<file path="src/rtl/noise_injector.sv">
// Channel-noise summing stage: buffers sporadic generator noise in a small FIFO and
// adds one noise sample to each channel sample with saturation, valid/ready output.
module noise_injector #(
    parameter int SIG_W      = 8,
    parameter int NOISE_W    = 8,
    parameter int FIFO_DEPTH = 16,
    parameter int CNT_W      = 16
) (
    input  logic                              clk,
    input  logic                              rstn,
    input  logic                              en,
    input  logic                              bypass,
    input  logic                              clr_stats,
    input  logic signed [NOISE_W-1:0]         noise_in,
    input  logic                              noise_valid,
    input  logic signed [SIG_W-1:0]           sig_in,
    input  logic                              sig_valid,
    output logic                              sig_ready,
    output logic signed [SIG_W-1:0]           out_data,
    output logic                              out_valid,
    input  logic                              out_ready,
    output logic [$clog2(FIFO_DEPTH):0]       fifo_level,
    output logic [CNT_W-1:0]                  noise_drop_cnt,
    output logic [CNT_W-1:0]                  sat_cnt
);

    localparam int AW = $clog2(FIFO_DEPTH);
    localparam int LW = AW + 1;
    localparam logic [LW-1:0]    FULL_LVL = LW'(FIFO_DEPTH);
    localparam logic [LW-1:0]    LVL_ONE  = LW'(1);
    localparam logic [AW-1:0]    PTR_ONE  = AW'(1);
    localparam logic [CNT_W-1:0] CNT_ONE  = CNT_W'(1);
    localparam logic [SIG_W-1:0] SIG_MAX  = {1'b0, {(SIG_W-1){1'b1}}};
    localparam logic [SIG_W-1:0] SIG_MIN  = {1'b1, {(SIG_W-1){1'b0}}};

    logic [NOISE_W-1:0] mem [FIFO_DEPTH];
    logic [AW-1:0]      wr_ptr;
    logic [AW-1:0]      rd_ptr;
    logic [LW-1:0]      level;

    logic               fifo_full;
    logic               fifo_empty;
    logic               out_free;
    logic               accept;
    logic               push;
    logic               pop;
    logic               drop;
    logic               sat_event;
    logic [NOISE_W-1:0] noise_head;
    logic [SIG_W:0]     sig_ext;
    logic [SIG_W:0]     noise_ext;
    logic [SIG_W:0]     sum;
    logic [SIG_W-1:0]   sum_sat;

    assign fifo_full  = (level == FULL_LVL);
    assign fifo_empty = (level == '0);
    assign out_free   = !out_valid || out_ready;
    assign sig_ready  = en && out_free && (bypass || !fifo_empty);
    assign accept     = sig_valid && sig_ready;
    assign pop        = accept && !bypass;
    // A full FIFO can still take a push when the head leaves in the same cycle.
    assign push       = en && noise_valid && (!fifo_full || pop);
    assign drop       = en && noise_valid && fifo_full && !pop;

    assign noise_head = mem[rd_ptr];
    assign sig_ext    = {sig_in[SIG_W-1], sig_in};
    assign noise_ext  = {{(SIG_W+1-NOISE_W){noise_head[NOISE_W-1]}}, noise_head};
    assign sum        = sig_ext + noise_ext;

    // Overflow shows up as the two top bits of the widened sum disagreeing.
    always_comb begin
        sum_sat   = sum[SIG_W-1:0];
        sat_event = 1'b0;
        if (sum[SIG_W] != sum[SIG_W-1]) begin
            sat_event = pop;
            sum_sat   = sum[SIG_W] ? SIG_MIN : SIG_MAX;
        end
    end

    always_ff @(posedge clk) begin
        if (push) begin
            mem[wr_ptr] <= noise_in;
        end
    end

    always_ff @(posedge clk or negedge rstn) begin
        if (!rstn) begin
            wr_ptr <= '0;
            rd_ptr <= '0;
            level  <= '0;
        end else begin
            if (push) begin
                wr_ptr <= wr_ptr + PTR_ONE;
            end
            if (pop) begin
                rd_ptr <= rd_ptr + PTR_ONE;
            end
            case ({push, pop})
                2'b10:   level <= level + LVL_ONE;
                2'b01:   level <= level - LVL_ONE;
                default: level <= level;
            endcase
        end
    end

    always_ff @(posedge clk or negedge rstn) begin
        if (!rstn) begin
            out_valid <= 1'b0;
            out_data  <= '0;
        end else if (accept) begin
            out_valid <= 1'b1;
            out_data  <= bypass ? sig_in : sum_sat;
        end else if (out_ready) begin
            out_valid <= 1'b0;
        end
    end

    always_ff @(posedge clk or negedge rstn) begin
        if (!rstn) begin
            noise_drop_cnt <= '0;
            sat_cnt        <= '0;
        end else if (clr_stats) begin
            noise_drop_cnt <= '0;
            sat_cnt        <= '0;
        end else begin
            if (drop && (noise_drop_cnt != '1)) begin
                noise_drop_cnt <= noise_drop_cnt + CNT_ONE;
            end
            if (sat_event && (sat_cnt != '1)) begin
                sat_cnt <= sat_cnt + CNT_ONE;
            end
        end
    end

    assign fifo_level = level;

endmodule

</file>
<file path="config.mk">
export PLATFORM = sky130hd
export DESIGN_NAME = noise_injector
export DESIGN_NICKNAME = d
export VERILOG_FILES = /design/src/rtl/noise_injector.sv
export SDC_FILE = /design/constraint.sdc
export NUM_CORES = 1
export LEC_CHECK = 0
export CORE_ASPECT_RATIO = 2
export CORE_UTILIZATION = 25
export CTS_CLUSTER_DIAMETER = 150
export DETAILED_ROUTE_END_ITERATION = 10
export PLACE_DENSITY = 0.41
export SETUP_SLACK_MARGIN = 0.3
export SLEW_MARGIN = 30
export SYNTH_ARGS = -nofsm -noshare
export SYNTH_HDL_FRONTEND = slang
export SYNTH_SLANG_ARGS = --single-unit
</file>
<file path="constraint.sdc">
create_clock -name clk -period 9.3 [get_ports clk]
set_input_delay 0.93 -clock clk [delete_from_list [all_inputs] [get_ports clk]]
set_output_delay 0.93 -clock clk [all_outputs]
set_load 0.01 [all_outputs]
</file>
After elaboration in Yosys (flattened, before gate mapping)
Memory sizes are Yosys's and may differ from the RTL's.
Index checks and enable logic that the tools add are counted.
- equality and inequality tests: 6
- magnitude comparators: 0
- add/sub/neg operators: 7
- muxes and demuxes: 13
- divide/modulo/power cells: 0
- $mul: 0
- reduce and logical (&&, ||, !) cells: 23
- shifts and indexed selects: 0
- bitwise gates (word level): 0
- operators with widths (operator ; number):
    two-way mux 16 bit ; 4
    adder 16 x 1 -> 16 bit (second input constant) ; 2
    inequality test 16 bit (second input constant) ; 2
    two-way mux 8 bit ; 3
    logical AND 1 bit ; 10
    one-hot mux 5 bit (2 select lines) ; 1
    adder 8 x 8 -> 9 bit ; 1
    adder 4 x 1 -> 4 bit (second input constant) ; 2
    nonzero test 2 bit ; 4
    adder 5 x 1 -> 5 bit (second input constant) ; 1
    equality test 5 bit (second input constant) ; 1
    logical NOT 1 bit ; 5
    logical NOT 5 bit ; 1
    two-way mux 1 bit ; 5
    subtractor 5 x 1 -> 5 bit (second input constant) ; 1
    logical OR 1 bit ; 3
    equality test 2 x 1 -> 1 bit (second input constant) ; 1
    equality test 2 bit (second input constant) ; 1
    inequality test 1 bit ; 1
- bits in writable memories: 128
- bits in latches: 0
- input port bits: 24
- logic and storage cells: 57
- bits in read-only memories: 0
- output and inout port bits: 47
- memories kept: 1
- flip-flop bits (word level): 54
- memories (memory ; depth ; width ; rd ports ; clocked after Yosys merged registers in ; wr ports ; line ; source):
    mem ; 16 ; 8 ; 1 ; 0 ; 1 ; 36 ; logic [NOISE_W-1:0] mem [FIFO_DEPTH];

Longest topological paths before layout
- word-level depth: 11
- mapped depth: 14

Worst setup path after synthesis
OpenSTA, ideal clock, no wires.
- path type: register -> register
- from: register rd_ptr[0]
- to: register sat_cnt[2]
- stages on the path, launching flop included: 13
- buffers on the path: 3
- period minus slack after synthesis: 3.966 ns
- data required time: 9.172 ns
- slack: 5.334 ns
- data arrival time: 3.838 ns
- setup time: 0.128 ns
- cells stage by stage: dfrtp_1 > clkbuf_1 > buf_2 > mux4_2 > mux4_2 > ha_1 > nand3_2 > or3_4 > a21oi_4 > o21ai_2 > buf_6 > a211oi_2 > mux2_1
- word-level cells in the longest chain between the ends: 6
- RTL lines (what ; line ; source):
    start: declaration ; 38 ; logic [AW-1:0] rd_ptr;
    start signal: assignment ; 96 ; rd_ptr <= rd_ptr + PTR_ONE;
    memory read (16 x 8 bit) ; -- ;
    adder 8 x 8 -> 9 bit ; 68 ; assign sum = sig_ext + noise_ext;
    inequality test 1 bit ; 74 ; if (sum[SIG_W] != sum[SIG_W-1]) begin
    two-way mux 1 bit ; 74 ;
    logical AND 1 bit ; 129 ; if (sat_event && (sat_cnt != '1)) begin
    nonzero test 2 bit (no source line) ; -- ;
    end signal: assignment ; 130 ; sat_cnt <= sat_cnt + CNT_ONE;
    end: declaration ; 24 ; output logic [CNT_W-1:0] sat_cnt
Every way passes these cells.
A chain may end at the register's enable or synchronous reset.

Worst setup path in the final report
- from: register rd_ptr[0]
- to: register out_data[3]
- word-level cells in the longest chain between the ends: 5
- elaborated cells between the ends (all ways): 6
- RTL lines (what ; line ; source):
    memory read (16 x 8 bit) (*) ; -- ;
    adder 8 x 8 -> 9 bit (*) ; 68 ;
    two-way mux 8 bit / inequality test 1 bit (equally long branches) ; 76, 74 ;
    two-way mux 8 bit (*) ; 74 ;
    two-way mux 8 bit (*) ; 112 ; out_data <= bypass ? sig_in : sum_sat;
    end signal: assignment ; 112 ;
    end: declaration ; 19 ; output logic signed [SIG_W-1:0] out_data,
Mark *: on every way between the ends. The rest lies on a longest branch, timed or not.

==> reports/metrics.cfg <==
[sta]
slew_viol_final=0
layout_worst_path_cycle_share=0.488
skew_ns=0.0169
fin_crit_ns=4.54
finalSetupTns_ns=0
relSlewSlack=0.382
rsz0062_at_grt=false
hold_viol=0
fmax_mhz=220
setup_viol=0
tightestPinTransition_ns=0.927

[worst_setup_path]
rr_worst_depth=10
crit-reg2reg-launch=rd_ptr[0]
r2r_slack_ns=4.76
arrival_ns=4.87
crit_fanout=35
crit_type=flop to flop
worstPathRequired_ns=9.63
worst_r2r_endpoint=out_data[3]
startpoint_type=flop
critPathCaptureType=flop

[yosys]
syn_area_per_cell_um2=15.0
async_flop_share=0.297
ys_warn_count=0
syn-cell-area_um2=8470
synth_seq_cells=182
synth_cells=565
synth_nets=609
synthFlopType=edfxtp_1
ys_seq_area_frac=0.614
synth_edf_count=128
ys_types=52

[placement]
hpwl_mm=15.7
place.gp.congestion=0.781
io_buffers=70
dp.cells=1059

[power]
leakage_nw=3.54
p_comb_frac=0.354
peakVddDrop_v=0.000135
seq_power_share=0.389
p_int_mw=1.77
powerDensity_nw_per_um2=266
power_switching_mw=0.967
power.share.switching=0.353
power_frac_clock=0.257

[floorplan]
start_util=0.253
fp-row-count=95
coreArea_um2=33500
die_h_um=262
dieArea_um2=34600
die_x_um=132
io_pins=71

[cells_and_area]
diodes=0
drive_gt1_frac=0.185
fin_cells=1089
layout_commonest_cell=edfxtp_1
layout_common_cells=edfxtp_1 (128), clkdlybuf4s50_1 (69), nor2_1 (52), dfrtp_1 (52), mux4_2 (40)
area_growth_pct=21.7
fill_cells=3349
fin_nets=686

[cts]
cts.sinks=182
clk_latency_ns=0.44
root_buffer=clkbuf_16
clkTransAtPathRegs_ns=0.07
htreeDepth=4
cts_resized=0
hold_buffers=0
cts_tree=done
post-cts-setup-buffers=0
clock_path_buffers=2
numCtsBuffers=17

[detailed_routing]
drt_first_pass_iters=4
vias=5056
drt_iter0_markers=234
wl_mm=22.4
wl_per_cell_um=20.5
ant_nets=0
routed_via_density=4.64
drc=0

[global_route]
grt.overflow.total=0
track_usage=0.137
grt_pass1_vias=5429
grt_max_degree=55
antenna_found_initial=0
grt_pass1_wl_mm=34.4

[outcome]
status=finished, final reports clean

[worst_hold_path]
whs_path_depth=2
min-delay-start=out_data[7]
hold_class=flop to flop
min_to=out_data[7]

[job]
max_cap_viol_count=0

[synthesized netlist by cell type, drive strengths merged (14+ instances only)]
master / instances / area share
dfrtp: 54 / 0.16
nor2b: 14 / 0.010
ha: 18 / 0.027
nor2: 57 / 0.026
mux2: 16 / 0.021
a21oi: 18 / 0.012
edfxtp: 128 / 0.45
clkbuf: 15 / 0.0067
mux4: 40 / 0.11
nand3: 21 / 0.015
nand2: 26 / 0.012
xor2: 17 / 0.018
a211oi: 17 / 0.023
[flip-flops by register name, summed over array words and instances (netlist names)]
register / flops
mem: 128
noise_drop_cnt: 16
sat_cnt: 16
out_data: 8
fifo_level: 5
rd_ptr: 4
wr_ptr: 4
out_valid: 1
[worst max-delay path by stage]
| stage | startpoint | endpoint | slack, ns |
|---|---|---|---|
| global route | rd_ptr[0] | out_data[3] | 4.47 |
| CTS | rd_ptr[0] | sat_cnt[0] | 4.68 |
| detailed placement | rd_ptr[0] | sat_cnt[0] | 4.70 |
| global placement | rd_ptr[0] | sat_cnt[0] | 4.81 |
| floorplan | rd_ptr[0] | sat_cnt[2] | 5.33 |
| finish | rd_ptr[0] | out_data[3] | 4.76 |
[power by group through the flow]
stage	combinational (mW)	sequential [mW]	clock, mW
floorplan	0.747	1.01	0
global placement	0.967	1.08	0
detailed placement	0.984	1.09	0
CTS	0.987	1.07	0.726
global route	1.06	1.08	0.755
finish	0.971	1.07	0.704
[routing by layer]
metal,track usage,vias up,share of wire,routed length [um]
met2,0.267,108,0.58,12900
met3,0.0263,26,0.028,619
li1,-,2321,-,-
met4,0.0591,0,0.028,620
met5,0,-,0,0
met1,0.139,2601,0.37,8190
[kinds of logic (layout without fill, tap and decap cells)]
family,Yosys count,count (layout),synth area share
AO/OA/AOI/OAI,70,70,0.0705
multiplexers,59,59,0.131
AND/OR/NAND/NOR,168,168,0.104
flip-flops,182,182,0.614
XOR/XNOR,30,30,0.0310
buffers and inverters,36,124,0.0183
adder cells (fa/ha/maj),20,20,0.0313
[through the flow]
step	setup WS [ns]	util	power (mW)	hold WS [ns]	instance area, um2
CTS	4.68	0.307	2.78	0.498	10300
floorplan	5.33	-	1.76	0.516	8470
detailed placement	4.70	0.291	2.07	0.483	9740
global placement	4.81	0.290	2.05	0.487	9710
finish	4.76	0.307	2.74	0.495	10300
global route	4.47	0.307	2.90	0.531	10300
[final cells by class]
| class | count | area, um2 | area share |
|---|---|---|---|
| Clock buffer | 18 | 429 | 0.0417 |
| Clock inverter | 12 | 129 | 0.0125 |
| Inverter | 13 | 48.8 | 0.00474 |
| Multi-Input combinational cell | 347 | 3170 | 0.308 |
| Sequential cell | 182 | 5200 | 0.505 |
| Tap cell | 436 | 546 | 0.0530 |
| Timing Repair Buffer | 81 | 778 | 0.0756 |
[critical path, cell delays in order, from the launching register on]
cell	delay, ns
dfrtp_2	0.34
buf_4	0.56
mux4_2	0.62
mux4_2	0.49
ha_1	0.41
nand3_2	0.14
nor3_1	0.37
nor3_1	0.18
o21ai_2	0.67
nand2_1	0.28
o311ai_1	0.34
Note: power is estimated with default switching activity, not from simulation.
